<file path="src/rtl/fetch_unit.sv">
// Instruction fetch: PC sequencer, one-deep inflight tracking and a
// two-entry output FIFO feeding decode, with redirect flush.
module fetch_unit #(
    parameter logic [31:0] RESET_PC   = 32'h0000_0000,
    parameter int          FIFO_DEPTH = 2
) (
    input  logic        clk,
    input  logic        rst_n,
    input  logic        fetch_en,
    input  logic        redirect_valid,
    input  logic [31:0] redirect_pc,
    output logic        imem_en,
    output logic [8:0]  imem_addr,
    input  logic [31:0] imem_data,
    output logic        out_valid,
    input  logic        out_ready,
    output logic [31:0] out_instr,
    output logic [31:0] out_pc
);

    localparam logic [2:0] DEPTH = 3'(FIFO_DEPTH);

    logic [31:0] pc_q, pc_d;
    logic [31:0] rpc_q, rpc_d;
    logic [1:0]  cnt_q, cnt_d;
    logic        infl_q, kill_q;
    logic [31:0] i0_q, i0_d, p0_q, p0_d;
    logic [31:0] i1_q, i1_d, p1_q, p1_d;
    logic        deq, enq;
    logic [2:0]  occ;

    assign imem_addr = pc_q[10:2];
    assign out_valid = (cnt_q != 2'd0);
    assign out_instr = i0_q;
    assign out_pc    = p0_q;

    always_comb begin
        deq     = out_valid & out_ready;
        occ     = {1'b0, cnt_q} + {2'b00, infl_q};
        imem_en = rst_n & fetch_en & ~redirect_valid
                & (occ < DEPTH + {2'b00, deq});
        // a response landing in a redirect cycle belongs to the old path
        enq     = infl_q & ~kill_q & ~redirect_valid;
        pc_d    = pc_q;
        rpc_d   = imem_en ? pc_q : rpc_q;
        cnt_d   = cnt_q;
        i0_d    = i0_q;
        p0_d    = p0_q;
        i1_d    = i1_q;
        p1_d    = p1_q;
        if (redirect_valid) begin
            cnt_d = 2'd0;
            pc_d  = {redirect_pc[31:2], 2'b00};
        end else begin
            if (imem_en) pc_d = pc_q + 32'd4;
            unique case ({enq, deq})
                2'b11: begin
                    if (cnt_q == 2'd1) begin
                        i0_d = imem_data;
                        p0_d = rpc_q;
                    end else begin
                        i0_d = i1_q;
                        p0_d = p1_q;
                        i1_d = imem_data;
                        p1_d = rpc_q;
                    end
                end
                2'b10: begin
                    if (cnt_q == 2'd0) begin
                        i0_d = imem_data;
                        p0_d = rpc_q;
                    end else begin
                        i1_d = imem_data;
                        p1_d = rpc_q;
                    end
                    cnt_d = cnt_q + 2'd1;
                end
                2'b01: begin
                    i0_d  = i1_q;
                    p0_d  = p1_q;
                    cnt_d = cnt_q - 2'd1;
                end
                default: ;
            endcase
        end
    end

    always_ff @(posedge clk or negedge rst_n) begin
        if (!rst_n) begin
            pc_q   <= RESET_PC;
            rpc_q  <= 32'd0;
            cnt_q  <= 2'd0;
            infl_q <= 1'b0;
            kill_q <= 1'b0;
            i0_q   <= 32'd0;
            p0_q   <= 32'd0;
            i1_q   <= 32'd0;
            p1_q   <= 32'd0;
        end else begin
            pc_q   <= pc_d;
            rpc_q  <= rpc_d;
            cnt_q  <= cnt_d;
            infl_q <= imem_en;
            kill_q <= redirect_valid;
            i0_q   <= i0_d;
            p0_q   <= p0_d;
            i1_q   <= i1_d;
            p1_q   <= p1_d;
        end
    end

endmodule
</file>
<file path="config.mk">
export PLATFORM = sky130hd
export DESIGN_NAME = fetch_unit
export DESIGN_NICKNAME = d
export VERILOG_FILES = /design/src/rtl/fetch_unit.sv
export SDC_FILE = /design/constraint.sdc
export NUM_CORES = 1
export LEC_CHECK = 0
export ABC_AREA = 0
export CORE_UTILIZATION = 50
export CTS_BUF_LIST = sky130_fd_sc_hd__clkbuf_8
export DETAILED_ROUTE_END_ITERATION = 16
export GPL_TIMING_DRIVEN = 0
export PLACE_DENSITY = 0.75
export SETUP_SLACK_MARGIN = 0.3
export SLEW_MARGIN = 40
export SYNTH_ARGS = -nofsm -noshare
export SYNTH_HDL_FRONTEND = slang
export SYNTH_SLANG_ARGS = --single-unit
</file>
<file path="constraint.sdc">
create_clock -name clk -period 3.05 [get_ports clk]
set_input_delay 0.305 -clock clk [delete_from_list [all_inputs] [get_ports clk]]
set_output_delay 0.305 -clock clk [all_outputs]
set_load 0.005 [all_outputs]
</file>
==> flow_metrics.env <==
export IMPL_status="complete, but fails checks"
export IMPL_violations="DRC"
export IMPL_gp_congestion=0.843
export IMPL_intPower_w=0.00590
export IMPL_dieArea_mm2=0.0197
export IMPL_drive_gt1_share_pct=19.3
export IMPL_power_switching_w=0.00269
export IMPL_drt_iter0_drc=387
export IMPL_ys_flop_type="dfrtp_1"
export IMPL_worst_r2r_startpoint="cnt_q[0]"
export IMPL_synthTopCellsByArea="dfrtp_1, mux2_2, mux2i_1"
export IMPL_core_area_mm2=0.0187
export IMPL_timing_final_crit_share_pct=86.5
export IMPL_synthArstFlopShare_pct=100
export IMPL_whs_path_depth=1
export IMPL_grt_pass1_wl_mm=38.2
export IMPL_peakVddDrop_mv=0.359
export IMPL_synth_edf_count=0
export IMPL_pwr_share_comb_pct=32.9
export IMPL_cpMaxStageDelayCell="dfrtp_2"
export IMPL_ys_seq_elements=189
export IMPL_end_kind="primary output"
export IMPL_drtPass1Iterations=11
export IMPL_fin_tns_setup_ns=0
export IMPL_swShare_pct=31.3
export IMPL_root_buffer="clkbuf_8"
export IMPL_cts_tree="built"
export IMPL_synthDominantCellAreaShare_pct=49.5
export IMPL_hp_class="input pin to flop"
export IMPL_setup_violations=0
export IMPL_maxSlewViolCount=0
export IMPL_yosysMostFrequentCell="dfrtp_1"
export IMPL_max_stage_delay_ns=0.46
export IMPL_r2r_cells=12
export IMPL_tightest_slew_ns=0.759
export IMPL_nets=1066
export IMPL_clock_tree_buffer_depth=2
export IMPL_cts_buffers=17
export IMPL_relSlewSlack_pct=49.4
export IMPL_rrSetupSlack_ns=0.49
export IMPL_dieWidth_um=140
export IMPL_fin_hold_ws_ns=0.0853
export IMPL_syn2layout_area_growth_pct=24.9
export IMPL_first_global_vias=7222
export IMPL_cp_num_buf_inv=3
export IMPL_worstSetupStartpointType="flop"
export IMPL_wirelength_mm=23.7
export IMPL_crit_arrival_ns=2.33
export IMPL_p_leak_nw=5.20
export IMPL_synth_largest_area_cell="dfrtp_1"
export IMPL_yosysWarningCount=0
export IMPL_drc=5
export IMPL_clk_pin_slew_ns=0.09
export IMPL_portBuffers=141
export IMPL_die_h_um=140
export IMPL_ys_seq_area_share_pct=49.5
export IMPL_reg2reg_to="p1_q[26]"
export IMPL_crit_chain="ha_4 > or3b_1 > buf_6 > a211oi_4 > buf_6 > dlygate4sd2_1"
export IMPL_worst_slack_ns=0.411
export IMPL_clkPwrFrac_pct=21.0
export IMPL_cts_sinks=189
export IMPL_hold_path_end="kill_q"
export IMPL_hold_viol_final=0
export IMPL_grt_total_usage_pct=24.8
export IMPL_synth_area_mm2=0.00955
export IMPL_overflow=0
export IMPL_period_needed_ns=2.64
export IMPL_post_place_ws_ns=-0.587
export IMPL_crit_family="buffers and inverters"
export IMPL_worstPathRequired_ns=2.74
export IMPL_grt_max_degree=77
export IMPL_syn_inst=818
export IMPL_ys_top_cells_by_count="dfrtp_1, mux2_2, a211oi_1, mux2i_1"
export IMPL_via_per_inst=6.15
export IMPL_synth_distinct_cells=54
export IMPL_initial_core_util_pct=51.1
export IMPL_clk_latency_ns=0.47
export IMPL_power_density_mw_per_mm2=720
export IMPL_dp_hpwl_mm=16.4
export IMPL_place_area_mm2=0.0113
export IMPL_rsz0062_at_grt="false"
export IMPL_cap_violations=0
export IMPL_synth_nets=895
export IMPL_fmax_ghz=0.379
export IMPL_post_drt_wl_per_cell_um=19.2
export IMPL_seqPwrFrac_pct=46.1
export IMPL_synth_area_per_cell_um2=11.7
export IMPL_hold_start="redirect_valid"
export IMPL_finClkSkew_ns=0.00788
export IMPL_vias=7600
export IMPL_num_rows=50
export IMPL_grt_antenna_before_repair=0
export IMPL_critPathMostFrequentCell="buf_6"
export IMPL_diodes=0
export IMPL_worstSetupPathType="flop to primary output"
export IMPL_ant_nets=0
export IMPL_pin_count=144
export IMPL_htree_levels=4
export IMPL_cp_max_fo=7
export IMPL_fin_area_mm2=0.0119
state kept, by name, summed over array words and instances (netlist names):
signal and cells:
out_instr 32, pc_q 30, out_pc 31, cnt_q 2
rpc_q 30, i1_q 32, p1_q 30, kill_q 1
infl_q 1
per-stage QoR:
step | power [W] | utilization [%] | instances
2_1_floorplan | 0.00540 | - | 818
3_3_place_gp | 0.00664 | 60.2 | 1193
3_5_place_dp | 0.00678 | 60.5 | 1195
4_1_cts | 0.00861 | 63.6 | 1235
5_1_grt | 0.00907 | 63.8 | 1236
6_report | 0.00859 | 63.8 | 1236
cells in the final DEF, fill, tap and decap left out, drive strengths merged, types with 10 or more instances in the layout:
master	instances
clkdlybuf4s50	138
a221oi	61
nand4	11
inv	16
nand2	23
mux2i	63
nor2	21
o31ai	10
clkbuf	74
a211oi	65
a31oi	18
or4	14
mux2	93
o21ai	17
dfrtp	189
a21o	61
nand3	12
buf	37
per-layer routing:
| metal | vias to the layer above | routed length, µm | track usage (%) | share of wire [%] |
|---|---|---|---|---|
| met3 | 28 | 1260 | 3.49 | 5.3 |
| met2 | 276 | 11300 | 38.6 | 48 |
| met5 | - | 0 | 0 | 0 |
| li1 | 3513 | - | - | - |
| met1 | 3783 | 10800 | 35.9 | 46 |
| met4 | 0 | 329 | 7.69 | 1.4 |
worst max path at each step:
stage | start | end | slack, ns | cells after the start
after global routing | cnt_q[1] | p1_q[26] | 0.30 | 12
after CTS | redirect_valid | out_instr[31] | 0.30 | 11
after global placement | rst_n | imem_en | -7.92 | 5
after floorplan | cnt_q[0] | i1_q[0] | 0.75 | 11
after detailed placement | redirect_valid | out_pc[27] | -0.59 | 10
final | cnt_q[0] | imem_en | 0.41 | 6
kinds of logic (layout without fill, tap and decap cells):
group / Yosys count / after routing / synth area share (%)
buffers and inverters: 94 / 278 / 4.35
flip-flops: 189 / 189 / 49.5
XOR/XNOR: 8 / 8 / 0.734
adder cells (fa/ha/maj): 8 / 8 / 1.05
AND/OR/NAND/NOR: 111 / 111 / 6.48
AO/OA/AOI/OAI: 252 / 252 / 20.3
multiplexers: 156 / 156 / 17.6
power groups by stage:
stage	clock network, W	logic [W]	registers (W)
global placement	0	0.00270	0.00394
global route	0.00194	0.00307	0.00406
detailed placement	0	0.00278	0.00399
finish	0.00181	0.00283	0.00396
CTS	0.00183	0.00283	0.00395
floorplan	0	0.00155	0.00384
area by class of cell:
cell class,instances,area [µm²]
Inverter,13,48.8
Sequential cell,189,4730
Buffer,81,418
Clock buffer,19,262
Timing Repair Buffer,152,1560
Tap cell,234,293
Fill cell,1528,6770
Clock inverter,13,174
Multi-Input combinational cell,535,4440
timing repair:
action,4_1_cts,5_1_grt
setup endpoints to repair,130,117
resized for setup,28,17
buffers inserted,6,1
pin swaps,2,1
hold buffers,2,0
hold endpoints to repair,56,0
Power figures use the tool's default switching activity.
